## src/rtl/ahb_tilelinkul_same_size_bridge.sv

```systemverilog
// ahb_tilelinkul_same_size_bridge: AHB subordinate to TL-UL manager bridge, equal data widths, one transaction outstanding
package ahb_tilelinkul_same_size_bridge_pkg;
    localparam int AHB_AW  = 32;
    localparam int AHB_DW  = 32;
    localparam int TL_AW   = AHB_AW;
    localparam int TL_DW   = AHB_DW;
    localparam int TL_DBW  = TL_DW / 8;
    localparam int TL_SZW  = 2;
    localparam int TL_SRCW = 8;
    localparam logic [2:0] PutFullData    = 3'h0;
    localparam logic [2:0] PutPartialData = 3'h1;
    localparam logic [2:0] Get            = 3'h4;
    typedef struct packed {
        logic               a_valid;
        logic [2:0]         a_opcode;
        logic [2:0]         a_param;
        logic [TL_SZW-1:0]  a_size;
        logic [TL_SRCW-1:0] a_source;
        logic [TL_AW-1:0]   a_address;
        logic [TL_DBW-1:0]  a_mask;
        logic [TL_DW-1:0]   a_data;
        logic               d_ready;
    } tl_m2s_t;
    typedef struct packed {
        logic              d_valid;
        logic [2:0]        d_opcode;
        logic [TL_SZW-1:0] d_size;
        logic [TL_DW-1:0]  d_data;
        logic              d_error;
        logic              a_ready;
    } tl_s2m_t;
endpackage

module ahb_tilelinkul_same_size_bridge
    import ahb_tilelinkul_same_size_bridge_pkg::*;
#(
    parameter logic [TL_SRCW-1:0] SourceId = '0
) (
    input  logic                clk_i,
    input  logic                rst_ni,
    input  logic                h_sel_i,
    input  logic [AHB_AW-1:0]   h_addr_i,
    input  logic [1:0]          h_trans_i,
    input  logic                h_write_i,
    input  logic [2:0]          h_size_i,
    input  logic [AHB_DW-1:0]   h_wdata_i,
    input  logic [AHB_DW/8-1:0] h_wstrb_i,
    input  logic                h_ready_i,
    output logic                h_readyout_o,
    output logic                h_resp_o,
    output logic [AHB_DW-1:0]   h_rdata_o,
    output tl_m2s_t             tl_o,
    input  tl_s2m_t             tl_i
);
    localparam int OffW = $clog2(TL_DBW);

    typedef enum logic [2:0] {IDLE, AREQ, DWAIT, OKAY, ERR1, ERR2} state_e;

    state_e              state_q;
    logic [AHB_AW-1:0]   addr_q;
    logic                write_q;
    logic [2:0]          size_q;
    logic                a_valid_q;
    logic                d_ready_q;
    logic                accept;
    logic                legal;
    logic [TL_DBW-1:0]   lane_mask;
    logic [TL_DBW-1:0]   mask;
    logic                unused_d;

    assign accept   = h_sel_i & h_ready_i & h_trans_i[1];
    assign legal    = h_size_i <= 3'(OffW);
    assign mask     = write_q ? lane_mask & h_wstrb_i : lane_mask;
    assign unused_d = ^{tl_i.d_opcode, tl_i.d_size};

    // A byte lane is enabled when it falls in the size-aligned container holding addr_q
    always_comb begin
        for (int i = 0; i < TL_DBW; i++) lane_mask[i] = (OffW'(i) >> size_q) == (addr_q[OffW-1:0] >> size_q);
    end

    // A-channel fields are driven only while a request is pending; write data comes straight from the held data phase
    always_comb begin
        tl_o         = '0;
        tl_o.d_ready = d_ready_q;
        if (a_valid_q) begin
            tl_o.a_valid   = 1'b1;
            tl_o.a_opcode  = !write_q ? Get : &mask ? PutFullData : PutPartialData;
            tl_o.a_size    = size_q[TL_SZW-1:0];
            tl_o.a_source  = SourceId;
            tl_o.a_address = addr_q;
            tl_o.a_mask    = mask;
            tl_o.a_data    = h_wdata_i;
        end
    end

    // Transaction FSM with registered AHB response and TL handshake outputs
    always_ff @(posedge clk_i or negedge rst_ni) begin
        if (!rst_ni) begin
            state_q      <= IDLE;
            addr_q       <= '0;
            write_q      <= 1'b0;
            size_q       <= '0;
            a_valid_q    <= 1'b0;
            d_ready_q    <= 1'b0;
            h_readyout_o <= 1'b1;
            h_resp_o     <= 1'b0;
            h_rdata_o    <= '0;
        end else begin
            case (state_q)
                IDLE, OKAY, ERR2: begin
                    if (accept) begin
                        addr_q       <= h_addr_i;
                        write_q      <= h_write_i;
                        size_q       <= h_size_i;
                        state_q      <= legal ? AREQ : ERR1;
                        a_valid_q    <= legal;
                        h_readyout_o <= 1'b0;
                        h_resp_o     <= !legal;
                    end else begin
                        state_q      <= IDLE;
                        h_readyout_o <= 1'b1;
                        h_resp_o     <= 1'b0;
                    end
                end
                AREQ: begin
                    if (tl_i.a_ready) begin
                        state_q   <= DWAIT;
                        a_valid_q <= 1'b0;
                        d_ready_q <= 1'b1;
                    end
                end
                DWAIT: begin
                    if (tl_i.d_valid) begin
                        d_ready_q    <= 1'b0;
                        h_rdata_o    <= write_q ? h_rdata_o : tl_i.d_data;
                        state_q      <= tl_i.d_error ? ERR1 : OKAY;
                        h_readyout_o <= !tl_i.d_error;
                        h_resp_o     <= tl_i.d_error;
                    end
                end
                ERR1: begin
                    state_q      <= ERR2;
                    h_readyout_o <= 1'b1;
                    h_resp_o     <= 1'b1;
                end
                default: begin
                    state_q      <= IDLE;
                    a_valid_q    <= 1'b0;
                    d_ready_q    <= 1'b0;
                    h_readyout_o <= 1'b1;
                    h_resp_o     <= 1'b0;
                end
            endcase
        end
    end
endmodule

```

## config.mk

```make
export PLATFORM = sky130hd
export DESIGN_NAME = ahb_tilelinkul_same_size_bridge
export DESIGN_NICKNAME = d
export VERILOG_FILES = /design/src/rtl/ahb_tilelinkul_same_size_bridge.sv
export SDC_FILE = /design/constraint.sdc
export NUM_CORES = 1
export LEC_CHECK = 0
export CAP_MARGIN = 10
export CORE_ASPECT_RATIO = 0.5
export CORE_UTILIZATION = 33
export CTS_BUF_LIST = sky130_fd_sc_hd__clkbuf_16
export DETAILED_ROUTE_END_ITERATION = 10
export MAX_ROUTING_LAYER = met4
export PLACE_DENSITY = 0.83
export SYNTH_ARGS = -nofsm -noshare
export SYNTH_HDL_FRONTEND = slang
export SYNTH_SLANG_ARGS = --single-unit
```

## constraint.sdc

```tcl
create_clock -name clk_i -period 1.7 [get_ports clk_i]
set_clock_uncertainty 0.1 [all_clocks]
set_input_delay 0.34 -clock clk_i [delete_from_list [all_inputs] [get_ports clk_i]]
set_output_delay 0.34 -clock clk_i [all_outputs]
set_load 0.05 [all_outputs]
```

## Yosys cells after proc, flatten, opt, wreduce, memory -nomap -nowiden

Cells that the tools add are included.

- Register bits after elaboration: 75
- Word-level logic and storage cells: 70
- Output and inout port bits: 120

- Equality and inequality tests: 12
- Shift operators: 5
- Mux-type cells: 23
- Bitwise logic cells: 7
- Reductions and logical operators: 13
- $lt $le $gt $ge: 1

Operator list:

| operator | number |
|---|---|
| 78-bit two-way mux | 1 |
| 3-bit two-way mux | 6 |
| 3-bit one-hot mux with 4 select lines | 1 |
| 1-bit two-way mux | 9 |
| 1-bit one-hot mux with 3 select lines | 3 |
| 3-bit AND reduction | 3 |
| 2-bit equality test | 4 |
| 4-bit two-way mux | 2 |
| 3-bit by 2-bit equality test with 1-bit output, second input constant | 2 |
| 3-bit equality test, second input constant | 2 |
| 2-bit != test, second input constant | 3 |
| 2-bit AND reduction | 3 |
| 1-bit by 3-bit right shift with 2-bit output, first input constant | 2 |
| 2-bit by 3-bit right shift with 2-bit output, first input constant | 2 |
| 4-bit bitwise AND | 1 |
| 1-bit inverter | 4 |
| 1-bit one-hot mux with 4 select lines | 1 |
| 4-bit AND reduction | 1 |
| 4-bit OR reduction | 1 |
| 3-bit by 1-bit equality test with 1-bit output, second input constant | 1 |
| 3-bit by 2-bit less-or-equal comparator with 1-bit output, second input constant | 1 |
| 3-bit zero test | 1 |
| 3-bit OR reduction | 1 |
| 2-bit by 3-bit right shift with 2-bit output | 1 |
| 3 further kinds | 5 |

## Depth between registers and ports, before layout

Gate-level depths: netlist of run 1.

- Word-level depth: 8
- Depth in mapped cells: 5
- Gate-level depth less buffers: 4

## Least setup slack after synthesis of run 1

OpenSTA, ideal clock, no wires.

- Kind: register to output
- Start point: register a_valid_q
- End point: output tl_o[35] (netlist bit)
- Setup slack: -0.388 ns
- Arrival: 1.648 ns
- Cell stages (with the launch flop): 5
- Cells stage by stage: dfrtp_1 clkbuf_1 clkbuf_1 o21ai_0 a21oi_1

RTL lines:

| element | line | RTL |
|---|---|---|
| from (decl) | 63 | `logic a_valid_q;` |
| from (signal assigned) | 116 | `a_valid_q <= legal;` |
| to (decl) | 52 | `output tl_m2s_t tl_o,` |

==> qor.yml, run 1 <==
timing:
  worst_hold_slack_ns: 0.374
  setup_viol: 126
  fmax_ghz: 0.538
  maxSlewViolCount: 0
  finalSetupTns_ns: -12.47
  rsz0062_at_grt: "yes"
  hold_viol_final: 0
  finalCritPeriodShare_pct: 109
  fin_ws_ns: -0.160
  min_period_ns: 1.86
placed_design:
  pre_cts_slack_ns: -0.378
  dp_cells: 669
  hpwl_um: 8680
  io_buffers: 219
  place_congestion: 0.821
  place_area_mm2: 0.00677
power_and_ir_drop:
  fin_total_pwr_mw: 15.8
  p_leak_nw: 3.59
  power.density_mw_per_mm2: 1970
  peakVddDrop_mv: 1.13
cells_and_area:
  diodes: 0
  fillers: 577
  layout.cells.non_filler: 720
  drive_gt1_share_pct: 53.3
  nets: 693
  layout_common_cells: "clkdlybuf4s50_1 (106), buf_12 (81), dfrtp_1 (68)"
  area_delta_synth_final_pct: 119
  postLayoutCellArea_mm2: 0.00804
  final_common_cell: "clkdlybuf4s50_1"
  final_util_pct: 76.5
floorplan:
  coreArea_mm2: 0.0105
  die_h_um: 76.6
  row_count: 26
  dieWidth_um: 151
  initial_core_util_pct: 35.0
  io_pins: 238
  die-area_mm2: 0.0116
setup_path:
  cp.arrival_ns: 1.42
  crit_type: "register to primary output"
  critPathMaxStageDelay_ns: 0.47
  cp-end-kind: "primary output"
  crit_slowest_cell: "dfrtp_2"
  path_common_cell: "buf_12"
  crit_fanout: 11
  cp-start-kind: "register"
  cp.required_ns: 1.26
  crit_family: "flip-flops"
  crit_chain: "buf_12 -> buf_16 -> and2_4 -> buf_12"
  crit_buf_inv: 3
clock_network:
  cts_sinks: 75
  clk_pin_slew_ns: 0.06
  cts_max_path_buffers: 2
  cts_root_buf: "clkbuf_16"
  tritoncts: "built"
  cts_buffers: 9
  h-tree-depth: 3
  clk_latency_ns: 0.34
yosys:
  syn_area_mm2: 0.00368
  netlist-cell-type-count: 38
  avgSynthCellArea_um2: 11.8
  synth_warnings: 0
  async_flop_share_pct: 100
  synth_flop_cell: "dfrtp_1"
  synth_edf_count: 0
  syn_inst: 312
  ys_seq_area_share_pct: 51.1
  ys_ff_latch: 75
routing:
  avgViaCountPerCell: 5.23
  drtPass1Iterations: 4
  detail-route-antenna-nets: 0
  drc_errors: 0
  avgRoutedWirePerCell_um: 23.4
  first_iter_violations: 160
  wl_um: 16800
  vias: 3765
job:
  cap_viol_max_count: 0
global_route:
  grt_usage_pct: 26.1
  grt_pass1_vias: 3802
  grt_overflow: 0
  use_met3_pct: 6.89
  grt_pass1_wl_um: 21800
  grt_max_degree: 39
  use_met2_pct: 46.4
  top_usage_layer: "met2"
  antenna_found_initial: 0
  grt.met1_usage_pct: 27.2
run_status:
  failed_checks: "setup timing"
  status: "complete, but fails checks"
hold_path:
  hold_class: "primary input to asynchronous set/reset pin"
-- sequential cells by signal (all words and copies together) (netlist names) --
register	flops
addr_q	32
h_rdata_o	32
size_q	3
state_q	3
a_valid_q	1
d_ready_q	1
h_readyout_o	1
h_resp_o	1
write_q	1
-- worst paths after layout --
kind                       cells after the start  slack (ns)                 startpoint                   endpoint
hold / removal                                 2        0.37                     rst_ni     addr_q[31]$_DFFE_PN0P_
max in group asynchronous                      3        0.54                     rst_ni   h_readyout_o$_DFFE_PN1P_
setup / recovery                               4       -0.16      a_valid_q$_DFFE_PN0P_                   tl_o[66]
hold reg to reg                                1        0.41  h_rdata_o[17]$_DFFE_PN0P_  h_rdata_o[17]$_DFFE_PN0P_
min in group clk_i                             1        0.41  h_rdata_o[17]$_DFFE_PN0P_  h_rdata_o[17]$_DFFE_PN0P_
setup reg to reg                               5       -0.11     state_q[2]$_DFFE_PN0P_      addr_q[5]$_DFFE_PN0P_
-- kinds of logic (layout without fill, tap and decap cells) --
family	count (synthesis)	after routing	share of synthesized area, %
simple gates	92	92	14.9
flops	75	75	51.1
mux	67	67	20.5
compound gates	38	38	6.91
buf+inv	38	295	6.26
other cells	1	12	0.102
xor+xnor	1	1	0.238
-- worst reg2reg max path, cell delays in order (launching register included) --
cell and delay, ns:
dfrtp_2 0.46, o21ba_4 0.24, a211oi_4 0.21, buf_6 0.19, buf_16 0.16, mux2_4 0.33
-- metal layers --
metal,routed length [um],up-vias
met3,1150,53
met4,656,0
met5,0,-
met2,8860,203
li1,-,1566
met1,6180,1943
-- layout make-up --
| type | instances | area, um2 | area share (%) |
|---|---|---|---|
| tap | 140 | 175 | 2.18 |
| multi-input combinational | 210 | 2090 | 26.0 |
| inverter | 5 | 18.8 | 0.234 |
| sequential | 75 | 1890 | 23.5 |
| clock inverter | 7 | 35.0 | 0.436 |
| timing repair buffer | 274 | 3610 | 44.9 |
| clock buffer | 9 | 225 | 2.80 |
-- power breakdown --
part / total (mW) / internal [mW] / switching (mW)
Sequential: 3.45 / 2.69 / 0.756
Combinational: 10.7 / 5.16 / 5.51
Clock: 1.71 / 0.964 / 0.748
Total: 15.8 / 8.82 / 7.01
-- synth_stat cells, drive strengths merged (2+ instances only) --
library cell  instances  area share, %
a21o                  3           0.61
a21oi                 7           0.95
a22o                  2           0.48
a22oi                 2           0.41
and2                 67             11
buf                  22            4.6
clkbuf               11            1.1
dfrtp                74             50
inv                   5           0.51
mux2                 67             21
nand2                 6           0.61
nand2b                2           0.34
nor2                  6           0.61
nor2b                 5           0.85
o211a                 2           0.54
o21ai                13            1.8
-- what timing repair did --
item,in CTS,in global routing
endpoints found under the setup margin,139,143
hold buffers,1,0
setup buffers,10,13
endpoints found under the hold margin,23,0
gates cloned,7,5
gates resized for setup,78,90
pin swaps,4,10
No activity file was read; power rests on OpenSTA's default activity.
==> inputs of run 2 (changes only) <==
--- a/config.mk
+++ b/config.mk
@@ -10,6 +10,7 @@
 export CORE_UTILIZATION = 33
 export CTS_BUF_LIST = sky130_fd_sc_hd__clkbuf_16
 export DETAILED_ROUTE_END_ITERATION = 10
+export GPL_TIMING_DRIVEN = 0
 export MAX_ROUTING_LAYER = met4
 export PLACE_DENSITY = 0.83
 export SYNTH_ARGS = -nofsm -noshare
==> run 2 against run 1 <==
The flow still finishes with violations (setup timing). Cell count grew 0.97%. Setup slack worse by 0.020 ns. Design area fell by 5.5%. Core utilization is 4.2 points lower. Combinational power down 14%. Non-clock buffer count grew 7. First-iteration DRC count is 24% lower. Largest power group unchanged.
==> qor.yml, run 2 (synthesized netlist as in run 1, its figures left out) <==
power_and_ir_drop:
  p_leak_nw: 3.59  # about the same
  fin_total_pwr_mw: 14.7  # -7.1%
  peakVddDrop_mv: 0.919  # -19%
  power.density_mw_per_mm2: 1940  # -1.7%
setup_path:
  cp.arrival_ns: 1.99  # +0.57 ns
  cp-end-kind: "register"
  cp.required_ns: 1.81  # +0.55 ns
  crit_fanout: 8  # -3
  timing.rr.start: "state_q[2]$_DFFE_PN0P_"
  crit_start: "state_q[2]$_DFFE_PN0P_"
  crit_type: "register to register"
  cp-start-kind: "register"
placed_design:
  dp_cells: 683  # +2.1%
  place_congestion: 0.823  # +0.24%
  pre_cts_slack_ns: -0.823  # -0.445 ns
  io_buffers: 219  # unchanged
  hpwl_um: 8470  # -2.5%
clock_network:
  tritoncts: "built"
  clk_pin_slew_ns: 0.06  # about the same
  cts_max_path_buffers: 2  # unchanged
  cts_root_buf: "clkbuf_16"
  h-tree-depth: 3  # unchanged
  cts_buffers: 9  # unchanged
  clk_latency_ns: 0.33  # about the same
  cts_sinks: 75  # unchanged
global_route:
  antenna_found_initial: 0  # unchanged
  grt_pass1_wl_um: 18900  # -13%
  grt_overflow: 0  # unchanged
  grt_max_degree: 65  # +67%
  grt_pass1_vias: 3542  # -6.8%
  grt_usage_pct: 22.0  # -4.1 points
cells_and_area:
  nets: 700  # +1.0%
  top_regs: "addr_q x32, h_rdata_o x32"
  layout_common_cells: "clkdlybuf4s50_1 (103), dfrtp_1 (68), mux2_4 (60)"
  final_util_pct: 72.2  # -4.2 points
  layout.cells.non_filler: 727  # +0.97%
  drive_gt1_share_pct: 49.6  # -3.7 points
  diodes: 0  # unchanged
  multi_input_area_mm2: 0.00207  # -0.90%
  area_delta_synth_final_pct: 106
  seq_area_mm2: 0.00189  # unchanged
  fillers: 666  # +15%
  final_common_cell: "clkdlybuf4s50_1"
routing:
  drtPass1Iterations: 4  # unchanged
  wl_met3_um: 749  # -35%
  wl_met2_um: 7380  # -17%
  first_iter_violations: 121  # -24%
  avgRoutedWirePerCell_um: 19.0  # -19%
  top_layer_used: "met4"
  avgViaCountPerCell: 4.82  # -7.8%
  detail-route-antenna-nets: 0  # unchanged
  wl_um: 13800  # -18%
  drc_errors: 0  # unchanged
  vias: 3504  # -6.9%
  wl_met1_um: 5290  # -14%
timing:
  hold_viol_final: 0  # unchanged
  finalCritPeriodShare_pct: 111  # +1.2 points
  maxSlewHeadroom_pct: 65.0
  rsz0062_at_grt: "yes"
  fmax_ghz: 0.532  # -1.1%
  min_period_ns: 1.88  # +0.0204 ns
  tightest_slew_ns: 0.526
  worst_hold_slack_ns: 0.302  # -0.0720 ns
  fin_ws_ns: -0.180  # -0.0204 ns
  maxSlewViolCount: 0  # unchanged
  setup_viol: 121  # -4.0%
run_status:
  status: "complete, but fails checks"
  failed_checks: "setup timing"
floorplan:
  die_h_um: 76.6  # unchanged
  row_count: 26  # unchanged
  initial_core_util_pct: 35.0  # unchanged
  die-area_mm2: 0.0116  # unchanged
  coreArea_mm2: 0.0105  # unchanged
  dieWidth_um: 151  # unchanged
  io_pins: 238  # unchanged
hold_path:
  hold_class: "primary input to asynchronous set/reset pin"
job:
  cap_viol_max_count: 0  # unchanged
==> run 2: changes by cell type in the layout (fill, tap and decap cells not counted), sizes merged <==
cell,delta
clkbuf,+11
bufinv,+3
clkdlybuf4s18,+1
dlymetal6s2s,+4
clkdlybuf4s50,-3
dlygate4sd2,+30
clkinv,-1
buf,-39
clkinvlp,-2
clkdlybuf4s15,+3
==> run 2: where the power goes <==
group          internal (mW)  switching (mW)
Clock                   1.42           0.717
Combinational           4.11            5.14
Sequential              2.69           0.624
Total                   8.22            6.48
==> run 2: through the flow <==
step                TNS (ns)  cell area, um2
floorplan            -0.0219            3750
global placement     -266.85            6110
detailed placement    -78.23            6140
CTS                    -8.99            7130
global route          -15.03            7590
finish                -12.03            7590
==> run 2: final timing paths <==
path / slack, ns / depth (start not counted) / endpoint
setup / recovery: -0.18 / 6 / addr_q[30]$_DFFE_PN0P_
hold / removal: 0.30 / 2 / h_rdata_o[4]$_DFFE_PN0P_
setup reg to reg: -0.18 / 6 / addr_q[30]$_DFFE_PN0P_
hold reg to reg: 0.40 / 1 / addr_q[25]$_DFFE_PN0P_
max in group asynchronous: 0.60 / 3 / h_readyout_o$_DFFE_PN1P_
min in group clk_i: 0.40 / 1 / addr_q[25]$_DFFE_PN0P_
==> run 2: worst max-delay path, cell delays in order, from the launching register on <==
cell,delay (ns)
dfrtp_2,0.44
o21ba_4,0.25
a211oi_4,0.22
buf_6,0.19
buf_12,0.12
buf_12,0.13
mux2_4,0.31
==> run 2: area by class of cell <==
type	count	area share [%]
timing repair buffer	249	36.1
multi-input combinational	210	27.2
sequential	75	24.8
buffer	32	4.73
clock buffer	9	2.97
tap	140	2.31
clock inverter	7	1.43
inverter	5	0.346
==> run 2: what timing repair did <==
item / CTS / global route
hold endpoints to repair: 11 / 0
hold buffers: 1 / 0
resized for setup: 689 / 99
setup endpoints to repair: 173 / 148
cloned: 7 / 4
pin swaps: 8 / 12
buffers inserted: 10 / 10
==> run 2: per-layer routing <==
metal  vias up  GRT usage (%)
met2       150           40.4
met5         -              -
met3        38           4.31
met1      1743           23.6
li1       1573              -
met4         0           6.60
==> inputs of run 3 (changes only) <==
--- a/config.mk
+++ b/config.mk
@@ -5,7 +5,7 @@
 export SDC_FILE = /design/constraint.sdc
 export NUM_CORES = 1
 export LEC_CHECK = 0
-export CAP_MARGIN = 10
+export CAP_MARGIN = 5
 export CORE_ASPECT_RATIO = 0.5
 export CORE_UTILIZATION = 33
 export CTS_BUF_LIST = sky130_fd_sc_hd__clkbuf_16
==> results of run 3 <==
Same layout as run 2: the final DEF is identical, and so are final timing and power.
